`src/rtl/fakeram7_dp_ctrl_if.sv`:
```
// fakeram7_dp_ctrl_if
//   Client-side bundle for the dual-port fakeram7 controller: two request
//   channels (A/B) and two read-response channels (A/B), all valid/ready.
//   master : client logic (drives requests, consumes responses)
//   slave  : controller (accepts requests, produces responses)
`timescale 1ns/1ps
interface fakeram7_dp_ctrl_if #(
    parameter int BITS       = 32,
    parameter int ADDR_WIDTH = 11
);
    logic                  req_valid_a, req_valid_b;
    logic                  req_ready_a, req_ready_b;
    logic                  req_we_a,    req_we_b;
    logic [ADDR_WIDTH-1:0] req_addr_a,  req_addr_b;
    logic [BITS-1:0]       req_wdata_a, req_wdata_b;
    logic [BITS-1:0]       req_wmask_a, req_wmask_b;
    logic                  rsp_valid_a, rsp_valid_b;
    logic                  rsp_ready_a, rsp_ready_b;
    logic [BITS-1:0]       rsp_data_a,  rsp_data_b;

    modport master (
        output req_valid_a, req_valid_b, req_we_a, req_we_b,
               req_addr_a, req_addr_b, req_wdata_a, req_wdata_b,
               req_wmask_a, req_wmask_b, rsp_ready_a, rsp_ready_b,
        input  req_ready_a, req_ready_b, rsp_valid_a, rsp_valid_b,
               rsp_data_a, rsp_data_b
    );

    modport slave (
        input  req_valid_a, req_valid_b, req_we_a, req_we_b,
               req_addr_a, req_addr_b, req_wdata_a, req_wdata_b,
               req_wmask_a, req_wmask_b, rsp_ready_a, rsp_ready_b,
        output req_ready_a, req_ready_b, rsp_valid_a, rsp_valid_b,
               rsp_data_a, rsp_data_b
    );
endinterface

```
`src/rtl/fakeram7_dp_ctrl.sv`:
```
// fakeram7_dp_ctrl
//   Initiator-side controller for the dual-port 2048x32 fakeram7 macro.
//   Two independent request channels issue straight onto the macro pins in
//   the accept cycle; reads come back one cycle later and land in a small
//   per-port response FIFO guarded by credits so no read is ever dropped.
//   Same-address write/write collisions are arbitrated round-robin.
// Ports:
//   clk, rst_n         clock (shared with macro), async active-low reset
//   bus (slave)        request/response channels A and B
//   ram_addr/we/wd/wmask_a/b, ram_ce   macro input pins
//   ram_rd_a/b         macro read data
// Build option:
//   FAKERAM7_DP_CTRL_CE_GATE_EN  when defined, ram_ce is asserted only in
//   cycles where a port issues; otherwise it is high whenever out of reset.
`timescale 1ns/1ps
module fakeram7_dp_ctrl #(
    parameter int BITS       = 32,
    parameter int ADDR_WIDTH = 11,
    parameter int RSP_DEPTH  = 2
) (
    input  logic                  clk,
    input  logic                  rst_n,
    fakeram7_dp_ctrl_if.slave     bus,
    output logic [ADDR_WIDTH-1:0] ram_addr_a,
    output logic [ADDR_WIDTH-1:0] ram_addr_b,
    output logic                  ram_we_a,
    output logic                  ram_we_b,
    output logic [BITS-1:0]       ram_wd_a,
    output logic [BITS-1:0]       ram_wd_b,
    output logic [BITS-1:0]       ram_wmask_a,
    output logic [BITS-1:0]       ram_wmask_b,
    output logic                  ram_ce,
    input  logic [BITS-1:0]       ram_rd_a,
    input  logic [BITS-1:0]       ram_rd_b
);
    localparam int PW = $clog2(RSP_DEPTH);
    localparam int CW = PW + 1;

    logic [1:0]            req_valid, req_we, rsp_ready;
    logic [1:0]            base_ready, req_ready, issue, rsp_valid, ram_we;
    logic [ADDR_WIDTH-1:0] req_addr [2];
    logic [ADDR_WIDTH-1:0] ram_addr [2];
    logic [BITS-1:0]       req_wdata [2];
    logic [BITS-1:0]       req_wmask [2];
    logic [BITS-1:0]       ram_wd [2];
    logic [BITS-1:0]       ram_wmask [2];
    logic [BITS-1:0]       ram_rd [2];
    logic [BITS-1:0]       rsp_data [2];
    logic                  active;
    logic                  rr_pri;
    logic                  collide;

    assign req_valid    = {bus.req_valid_b, bus.req_valid_a};
    assign req_we       = {bus.req_we_b, bus.req_we_a};
    assign rsp_ready    = {bus.rsp_ready_b, bus.rsp_ready_a};
    assign req_addr[0]  = bus.req_addr_a;
    assign req_addr[1]  = bus.req_addr_b;
    assign req_wdata[0] = bus.req_wdata_a;
    assign req_wdata[1] = bus.req_wdata_b;
    assign req_wmask[0] = bus.req_wmask_a;
    assign req_wmask[1] = bus.req_wmask_b;
    assign ram_rd[0]    = ram_rd_a;
    assign ram_rd[1]    = ram_rd_b;

    assign bus.req_ready_a = req_ready[0];
    assign bus.req_ready_b = req_ready[1];
    assign bus.rsp_valid_a = rsp_valid[0];
    assign bus.rsp_valid_b = rsp_valid[1];
    assign bus.rsp_data_a  = rsp_data[0];
    assign bus.rsp_data_b  = rsp_data[1];
    assign ram_addr_a      = ram_addr[0];
    assign ram_addr_b      = ram_addr[1];
    assign ram_we_a        = ram_we[0];
    assign ram_we_b        = ram_we[1];
    assign ram_wd_a        = ram_wd[0];
    assign ram_wd_b        = ram_wd[1];
    assign ram_wmask_a     = ram_wmask[0];
    assign ram_wmask_b     = ram_wmask[1];

    // active goes high one edge after reset release, so nothing is accepted
    // while the macro enable is still low.
    always_ff @(posedge clk or negedge rst_n) begin
        if (!rst_n) begin
            active <= 1'b0;
            rr_pri <= 1'b0;
        end else begin
            active <= 1'b1;
            if (collide)
                rr_pri <= ~rr_pri;
        end
    end

    // Write/write to one address: only the priority port sees ready.
    always_comb begin
        req_ready = base_ready;
        collide   = (&req_valid) & (&req_we) & (req_addr[0] == req_addr[1])
                    & (&base_ready);
        if (collide) begin
            if (rr_pri)
                req_ready[0] = 1'b0;
            else
                req_ready[1] = 1'b0;
        end
    end

    assign issue = req_valid & req_ready;

`ifdef FAKERAM7_DP_CTRL_CE_GATE_EN
    assign ram_ce = |issue;
`else
    assign ram_ce = active;
`endif

    for (genvar p = 0; p < 2; p++) begin : g_port
        logic [BITS-1:0]       fifo_mem [RSP_DEPTH];
        logic [PW-1:0]         wr_ptr, rd_ptr;
        logic [CW-1:0]         count;
        logic [CW:0]           occ;
        logic                  inflight, push, pop, rd_ok;
        logic [ADDR_WIDTH-1:0] addr_q;
        logic [BITS-1:0]       wd_q, wmask_q;

        // inflight marks that ram_rd carries this port's read data this cycle
        assign push = inflight;
        assign pop  = rsp_valid[p] & rsp_ready[p];
        assign occ  = {1'b0, count} + {{CW{1'b0}}, inflight};
        // A slot freed by this cycle's pop may be reused by this cycle's read.
        assign rd_ok = (occ < (CW+1)'(RSP_DEPTH)) | pop;
        assign base_ready[p] = active & (req_we[p] | rd_ok);

        assign rsp_valid[p] = (count != '0);
        assign rsp_data[p]  = fifo_mem[rd_ptr];

        // Idle ports hold their last pin values so the macro never sees X.
        assign ram_addr[p]  = issue[p] ? req_addr[p]  : addr_q;
        assign ram_wd[p]    = issue[p] ? req_wdata[p] : wd_q;
        assign ram_wmask[p] = issue[p] ? req_wmask[p] : wmask_q;
        assign ram_we[p]    = issue[p] & req_we[p];

        always_ff @(posedge clk or negedge rst_n) begin
            if (!rst_n) begin
                inflight <= 1'b0;
                wr_ptr   <= '0;
                rd_ptr   <= '0;
                count    <= '0;
                addr_q   <= '0;
                wd_q     <= '0;
                wmask_q  <= '0;
                for (int i = 0; i < RSP_DEPTH; i++)
                    fifo_mem[i] <= '0;
            end else begin
                inflight <= issue[p] & ~req_we[p];
                addr_q   <= ram_addr[p];
                wd_q     <= ram_wd[p];
                wmask_q  <= ram_wmask[p];
                if (push) begin
                    fifo_mem[wr_ptr] <= ram_rd[p];
                    wr_ptr           <= wr_ptr + 1'b1;
                end
                if (pop)
                    rd_ptr <= rd_ptr + 1'b1;
                count <= count + CW'(push) - CW'(pop);
            end
        end
    end
endmodule

```
`src/flat_wrapper.sv`:
```
// flat-port wrapper written by rule: the top's interface ports become plain ports
module fakeram7_dp_ctrl_flat 
#(
    parameter int BITS       = 32,
    parameter int ADDR_WIDTH = 11,
    parameter int RSP_DEPTH  = 2
)
  (clk, rst_n, ram_addr_a, ram_addr_b, ram_we_a, ram_we_b, ram_wd_a, ram_wd_b, ram_wmask_a, ram_wmask_b, ram_ce, ram_rd_a, ram_rd_b, bus_req_valid_a, bus_req_valid_b, bus_req_we_a, bus_req_we_b, bus_req_addr_a, bus_req_addr_b, bus_req_wdata_a, bus_req_wdata_b, bus_req_wmask_a, bus_req_wmask_b, bus_rsp_ready_a, bus_rsp_ready_b, bus_req_ready_a, bus_req_ready_b, bus_rsp_valid_a, bus_rsp_valid_b, bus_rsp_data_a, bus_rsp_data_b);
  fakeram7_dp_ctrl_if #(.BITS(BITS), .ADDR_WIDTH(ADDR_WIDTH)) bus_i ();
  input  logic clk;
  input  logic rst_n;
  output logic [ADDR_WIDTH-1:0] ram_addr_a;
  output logic [ADDR_WIDTH-1:0] ram_addr_b;
  output logic ram_we_a;
  output logic ram_we_b;
  output logic [BITS-1:0] ram_wd_a;
  output logic [BITS-1:0] ram_wd_b;
  output logic [BITS-1:0] ram_wmask_a;
  output logic [BITS-1:0] ram_wmask_b;
  output logic ram_ce;
  input  logic [BITS-1:0] ram_rd_a;
  input  logic [BITS-1:0] ram_rd_b;
  input wire logic [$bits(bus_i.req_valid_a)-1:0] bus_req_valid_a;
  input wire logic [$bits(bus_i.req_valid_b)-1:0] bus_req_valid_b;
  input wire logic [$bits(bus_i.req_we_a)-1:0] bus_req_we_a;
  input wire logic [$bits(bus_i.req_we_b)-1:0] bus_req_we_b;
  input wire logic [$bits(bus_i.req_addr_a)-1:0] bus_req_addr_a;
  input wire logic [$bits(bus_i.req_addr_b)-1:0] bus_req_addr_b;
  input wire logic [$bits(bus_i.req_wdata_a)-1:0] bus_req_wdata_a;
  input wire logic [$bits(bus_i.req_wdata_b)-1:0] bus_req_wdata_b;
  input wire logic [$bits(bus_i.req_wmask_a)-1:0] bus_req_wmask_a;
  input wire logic [$bits(bus_i.req_wmask_b)-1:0] bus_req_wmask_b;
  input wire logic [$bits(bus_i.rsp_ready_a)-1:0] bus_rsp_ready_a;
  input wire logic [$bits(bus_i.rsp_ready_b)-1:0] bus_rsp_ready_b;
  output wire logic [$bits(bus_i.req_ready_a)-1:0] bus_req_ready_a;
  output wire logic [$bits(bus_i.req_ready_b)-1:0] bus_req_ready_b;
  output wire logic [$bits(bus_i.rsp_valid_a)-1:0] bus_rsp_valid_a;
  output wire logic [$bits(bus_i.rsp_valid_b)-1:0] bus_rsp_valid_b;
  output wire logic [$bits(bus_i.rsp_data_a)-1:0] bus_rsp_data_a;
  output wire logic [$bits(bus_i.rsp_data_b)-1:0] bus_rsp_data_b;
  assign bus_i.req_valid_a = bus_req_valid_a;
  assign bus_i.req_valid_b = bus_req_valid_b;
  assign bus_i.req_we_a = bus_req_we_a;
  assign bus_i.req_we_b = bus_req_we_b;
  assign bus_i.req_addr_a = bus_req_addr_a;
  assign bus_i.req_addr_b = bus_req_addr_b;
  assign bus_i.req_wdata_a = bus_req_wdata_a;
  assign bus_i.req_wdata_b = bus_req_wdata_b;
  assign bus_i.req_wmask_a = bus_req_wmask_a;
  assign bus_i.req_wmask_b = bus_req_wmask_b;
  assign bus_i.rsp_ready_a = bus_rsp_ready_a;
  assign bus_i.rsp_ready_b = bus_rsp_ready_b;
  assign bus_req_ready_a = bus_i.req_ready_a;
  assign bus_req_ready_b = bus_i.req_ready_b;
  assign bus_rsp_valid_a = bus_i.rsp_valid_a;
  assign bus_rsp_valid_b = bus_i.rsp_valid_b;
  assign bus_rsp_data_a = bus_i.rsp_data_a;
  assign bus_rsp_data_b = bus_i.rsp_data_b;
  fakeram7_dp_ctrl #(.BITS(BITS), .ADDR_WIDTH(ADDR_WIDTH), .RSP_DEPTH(RSP_DEPTH)) u_core (.clk(clk), .rst_n(rst_n), .bus(bus_i), .ram_addr_a(ram_addr_a), .ram_addr_b(ram_addr_b), .ram_we_a(ram_we_a), .ram_we_b(ram_we_b), .ram_wd_a(ram_wd_a), .ram_wd_b(ram_wd_b), .ram_wmask_a(ram_wmask_a), .ram_wmask_b(ram_wmask_b), .ram_ce(ram_ce), .ram_rd_a(ram_rd_a), .ram_rd_b(ram_rd_b));
endmodule
```
`config.mk`:
```
export PLATFORM = sky130hd
export DESIGN_NAME = fakeram7_dp_ctrl_flat
export DESIGN_NICKNAME = d
export VERILOG_FILES = /design/src/rtl/fakeram7_dp_ctrl_if.sv /design/src/rtl/fakeram7_dp_ctrl.sv /design/src/flat_wrapper.sv
export SDC_FILE = /design/constraint.sdc
export NUM_CORES = 1
export LEC_CHECK = 0
export BUFFER_PORTS_ARGS = -buffer_cell sky130_fd_sc_hd__buf_2
export CAP_MARGIN = 15
export CORE_AREA = 2 2 171 173
export CTS_BUF_LIST = sky130_fd_sc_hd__clkbuf_16
export DETAILED_ROUTE_END_ITERATION = 7
export DIE_AREA = 0 0 173 175
export HOLD_SLACK_MARGIN = 0.08
export PLACE_DENSITY = 0.66
export SKIP_CTS_REPAIR_TIMING = 1
export SYNTH_ARGS = -nofsm -noshare
export SYNTH_HDL_FRONTEND = slang
export SYNTH_SLANG_ARGS = --single-unit
```
`constraint.sdc`:
```
create_clock -name clk -period 7 [get_ports clk]
set_clock_uncertainty 0.1 [all_clocks]
set_input_delay 1.4 -clock clk [delete_from_list [all_inputs] [get_ports clk]]
set_output_delay 1.4 -clock clk [all_outputs]
set_load 0.05 [all_outputs]
```
==> metrics.yaml, run 1 <==
ys.flop_type: "dfrtp_1"
syn_avg_cell_area_um2: 16.0
grt_pass1_wl_mm: 47.0
nets: 1408
min_period_ns: 5.76
critical_path_class: "in -> out"
die_area_um2: 30300
yosysWarnings: 0
rows: 62
path_delay_family: "buffers and inverters"
area_delta_synth_final_pct: 30.8
via_per_inst: 4.82
grt_util_all_layers_pct: 19.8
synth_fp_nets: 960
overflow: 0
syn_inst: 734
worst_ep_arrival_time_ns: 4.26
final.setup.tns_ns: 0
cpMostUsedCell: "buf_2"
synth_area_leaders: "dfrtp_1 (62%), mux2_2 (30%), mux2_1 (2.7%)"
max_cap_viol_count: 0
cp-start-kind: "input port"
clock_latency_ns: 0.56
drv_slew: 0
cts_tree: "built"
gr-usage-met2_pct: 33.3
whs_ns: 0.368
final_layout_size_suffix_gt1_share_pct: 67.6
path_cells: "buf_2 > xor2_1 > nor4_1 > nand2_1 > o41ai_4 > buf_4 > mux2_2 > buf_2"
fin_total_pwr_mw: 7.74
synth_top_area_share_pct: 61.8
drt_iter0_drc: 332
ir_worst_vdd_uv: 231
via_count: 7699
yosysUniqueCellTypes: 27
drtAntennaViolNets: 0
yosysMostFrequentCell: "mux2_2"
cts-root-buf: "clkbuf_16"
crit_required_ns: 5.50
pin_count: 443
dp_hpwl_mm: 22.5
pre_cts_slack_ns: 1.26
antenna_found_initial: 12
initial_core_util_pct: 41.4
ys_ff_latch: 290
die_h_um: 175
max_freq_ghz: 0.173
clockBufferDepth: 3
max_slew.worst_pin.slew_ns: 1.01
final_core_util_pct: 54.1
drcViolationCount: 0
path_buf_inv: 3
leakage_nw: 7.35
grt_pass1_vias: 8381
grt_max_degree: 132
relSlewSlack_pct: 32.2
cp-end-kind: "output pin"
drt-total-wl_mm: 30.6
grt_use_met3_pct: 6.55
rsz0062_at_grt: "no"
setup_viol: 0
chipWidth_um: 173
cpMaxStageDelayCell: "buf_4"
wire_per_inst_um: 19.2
max_stage_delay_ns: 0.61
gp_congestion: 0.800
final.setup.worst_slack_ns: 1.24
ys_seq_area_share_pct: 61.8
finalHoldViolCount: 0
netlist_area_um2: 11700
h-tree-depth: 1
clk_pin_slew_worst_paths_ns: 0.06
grt-busiest-layer: "met2"
status: "finished clean"
synth-edff-count: 0
clock-sinks: 290
core_um2: 28400
yosysTopAreaCell: "dfrtp_1"
path_max_fanout: 52
met1_usage_pct: 23.7
power.density_nw_per_um2: 503
dr.pass1.iters: 4
synth_common_cells: "mux2_2 (314), dfrtp_1 (290), mux2_1 (28), buf_1 (12), xor2_1 (11)"
hold_class: "reg -> reg"
period_share_pct: 82.3
ys_async_sr_fraction_pct: 100
port_buffers: 442
numCtsBuffers: 31
power breakdown:
group | internal, mW | switching, mW | total (mW)
combinational | 1.13 | 2.53 | 3.66
sequential | 2.27 | 0.235 | 2.51
clock | 0.908 | 0.657 | 1.57
flip-flops by register name (all words and copies together), names as in the netlist:
signal	flops
u_core.g_port.wd_q	64
u_core.g_port.addr_q	22
u_core.ram_ce	1
u_core.g_port.count	4
u_core.rr_pri	1
u_core.g_port.wmask_q	64
u_core.g_port.wr_ptr	2
u_core.g_port.inflight	2
u_core.g_port.fifo_mem	128
u_core.g_port.rd_ptr	2
final cells by class:
| class | instances | area, µm² |
|---|---|---|
| timing repair buffer | 453 | 2320 |
| sequential | 290 | 7260 |
| multi-input combinational | 399 | 4300 |
| tap | 384 | 480 |
| fill | 2485 | 13000 |
| clock buffer | 31 | 776 |
| inverter | 7 | 26.3 |
| clock inverter | 25 | 193 |
| antenna | 7 | 17.5 |
cell families after synthesis:
| logic type | synth area share, % |
|---|---|
| muxes | 32.8 |
| DFF | 61.8 |
| buffers and inverters | 1.87 |
| and+or+nand+nor | 1.08 |
| xor gates and xnor gates | 1.42 |
| AOI/OAI and AO/OA | 0.628 |
| adders and majority gates | 0.426 |
| other | 0.0319 |
path summary, 6_finish.rpt:
path	start	endpoint	slack, ns	cells past startpoint
max in group asynchronous	rst_n	u_core.g_port[1].wd_q[12]	4.62	2
worst max register to register	u_core.g_port[0].inflight	u_core.g_port[1].wmask_q[15]	4.48	5
worst min register to register	u_core.g_port[1].rd_ptr	u_core.g_port[1].rd_ptr	0.37	1
worst max-delay path	bus_req_addr_a[9]	ram_wmask_b[1]	1.24	8
min in group asynchronous	rst_n	u_core.g_port[0].fifo_mem[7]	0.70	1
worst min-delay path	u_core.g_port[1].rd_ptr	u_core.g_port[1].rd_ptr	0.37	1
cell usage in the layout (no fill, tap or decap), types with 4 or more instances in the layout:
cell type  instances
clkbuf_16         31
nor2_1             8
buf_2            441
mux2_2           314
dfrtp_1          290
mux2_1            28
xnor2_1            8
buf_4             10
ha_1               4
clkinv_1           7
xor2_1            11
inv_1             14
diode_2            7
clkinv_2           5
per-layer routing:
| layer | vias up | wire, µm | part of all wire (%) |
|---|---|---|---|
| met2 | 266 | 15100 | 49 |
| met3 | 70 | 2490 | 8.2 |
| met5 | - | 66 | 0.22 |
| met1 | 3852 | 12000 | 39 |
| li1 | 3501 | - | - |
| met4 | 10 | 954 | 3.1 |
per-stage QoR:
step / cells / instance area, µm²
6_report: 1596 / 15400
3_3_place_gp: 1533 / 14400
3_5_place_dp: 1533 / 14400
4_1_cts: 1589 / 15400
5_1_grt: 1594 / 15400
2_1_floorplan: 734 / 11700
No activity file was read; power rests on OpenSTA's default activity.
==> run 2: changes to the inputs <==
Settings changed: CORE_AREA 2 2 171 173 to 2 2 173 175, DIE_AREA 0 0 173 175 to 0 0 175 177, PLACE_DENSITY 0.66 to 0.65.
Clock period 7 ns to 6.05 ns, I/O delays scaled along.
==> metrics.yaml, run 2 (synthesis results as in run 1) <==
status: "finished clean"
cp-start-kind: "input port"
pin_count: 443  # unchanged
grt_pass1_wl_mm: 46.7  # -0.64%
rsz0062_at_grt: "no"
crit_required_ns: 4.74  # -0.76 ns
hold_class: "reg -> reg"
grt_util_all_layers_pct: 19.4  # -0.33 points
clock_latency_ns: 0.56  # about the same
max_cap_viol_count: 0  # unchanged
layout_commonest_cell: "buf_2"
dp_hpwl_mm: 22.9  # +1.9%
crit_start: "bus_req_addr_a[9]"
setup_viol: 0  # unchanged
worstHoldStart: "u_core.g_port[1].wd_q[20]"
fin_cells: 1593  # -0.19%
dp_cells: 1541  # +0.52%
layout_common_cells: "buf_2 (441), mux2_2 (314), dfrtp_1 (290)"
nets: 1410  # +0.14%
fin_total_pwr_mw: 8.84  # +14%
clock-sinks: 290  # unchanged
grt_max_degree: 121  # -8.3%
drv_slew: 0  # unchanged
leakage_nw: 7.33  # -0.19%
reg2reg_depth: 5  # unchanged
ir_worst_vdd_uv: 284  # +23%
drcViolationCount: 0  # unchanged
finalHoldViolCount: 0  # unchanged
gp_congestion: 0.829  # +3.6%
antenna_found_initial: 10  # -2
power.density_nw_per_um2: 577  # +15%
r2r_start: "u_core.g_port[0].inflight"
numCtsBuffers: 31  # unchanged
dr.pass1.iters: 4  # unchanged
r2r_end: "u_core.g_port[1].wd_q[2]"
top_register: "u_core.g_port.fifo_mem"
drt-total-wl_mm: 31.0  # +1.3%
grt_pass1_vias: 8142  # -2.9%
drt_iter0_drc: 327  # -1.5%
final_layout_size_suffix_gt1_share_pct: 67.7  # +0.088 points
worstSetupEndpoint: "ram_wd_b[25]"
clockBufferDepth: 3  # unchanged
chipWidth_um: 175  # +1.2%
largest_reg_flops: 128  # unchanged
h-tree-depth: 1  # unchanged
wire_per_inst_um: 19.5  # +1.5%
port_buffers: 442  # unchanged
core_um2: 29200  # +3.0%
path_max_fanout: 43  # -17%
rows: 63  # +1.6%
period_share_pct: 81.0
rrSetupSlack_ns: 3.71  # -0.77 ns
cts-root-buf: "clkbuf_16"
max_slew.worst_pin.slew_ns: 1.02  # +0.000949 ns
initial_core_util_pct: 40.2  # -1.2 points
die_area_um2: 31000  # +2.3%
max_freq_ghz: 0.204
top_regs: "u_core.g_port.fifo_mem x128, u_core.g_port.wd_q x64, u_core.g_port.wmask_q x64"
final.setup.tns_ns: 0  # unchanged
min_period_ns: 4.90
cts_tree: "built"
critical_path_class: "in -> out"
cp-end-kind: "output pin"
die_h_um: 177  # +1.1%
clk_pin_slew_worst_paths_ns: 0.06  # about the same
drtAntennaViolNets: 0  # unchanged
worst_ep_arrival_time_ns: 3.59  # -0.67 ns
area_delta_synth_final_pct: 30.5
relSlewSlack_pct: 32.2  # -0.063 points
whs_path_depth: 1  # unchanged
via_per_inst: 4.80  # -0.58%
via_count: 7640  # -0.77%
overflow: 0  # unchanged
==> run 2: cell types whose count changed in the layout (fill, tap and decap cells not counted), sizes merged <==
| cell | delta |
|---|---|
| bufinv | -2 |
| buf | +2 |
| clkinvlp | -1 |
| diode | -3 |
| clkinv | -5 |
==> run 2: power breakdown <==
part           total [mW]  internal [mW]  switching, mW  leakage (nW)
sequential           2.94           2.63          0.310          3.42
combinational        4.22           1.31           2.90          3.45
clock                1.69          0.954          0.733         0.460
total                8.84           4.89           3.95          7.33
==> run 2: final cells by class <==
class / count / area (µm²)
diodes: 4 / 10.0
clock buffers: 31 / 776
clock inverters: 17 / 100
fillers: 2520 / 13900
inverters: 7 / 26.3
multi-input cells: 399 / 4310
flip-flops and latches: 290 / 7260
well taps: 390 / 488
repair buffers: 455 / 2370
==> run 2: how the worst min path moves through the flow <==
stage / slack (ns) / end
6_report: 0.38 / u_core.g_port[1].wd_q[20]
3_5_place_dp: 0.37 / u_core.g_port[1].wd_q[20]
3_3_place_gp: 0.37 / u_core.g_port[1].wd_q[13]
5_1_grt: 0.40 / u_core.g_port[1].addr_q[9]
2_1_floorplan: 0.36 / u_core.g_port[0].count[1]
4_1_cts: 0.39 / u_core.g_port[1].wd_q[20]
==> run 2: critical path: stages <==
cell     delay [ns]
buf_2          0.11
xor2_1         0.15
nor4_1         0.30
buf_4          0.17
nand2_1        0.18
o41ai_4        0.52
buf_12         0.31
mux2_1         0.38
buf_2          0.23
==> run 2: metrics by stage <==
| stage | util (%) | setup slack (ns) | hold slack, ns | area, µm² |
|---|---|---|---|---|
| 6_report | 52.4 | 1.15 | 0.383 | 15300 |
| 3_3_place_gp | 49.4 | 1.15 | 0.367 | 14400 |
| 3_5_place_dp | 49.4 | 1.12 | 0.372 | 14400 |
| 4_1_cts | 52.4 | 1.12 | 0.386 | 15300 |
| 2_1_floorplan | - | 1.65 | 0.359 | 11700 |
| 5_1_grt | 52.4 | 1.01 | 0.396 | 15300 |
==> run 2: per-layer routing <==
layer  global-route usage [%]  vias up  wire, µm
li1                         -     3509         -
met1                     23.0     3798     11800
met2                     33.3      265     15600
met3                     6.72       58      2540
met4                     6.11       10       895
met5                        0        -        62
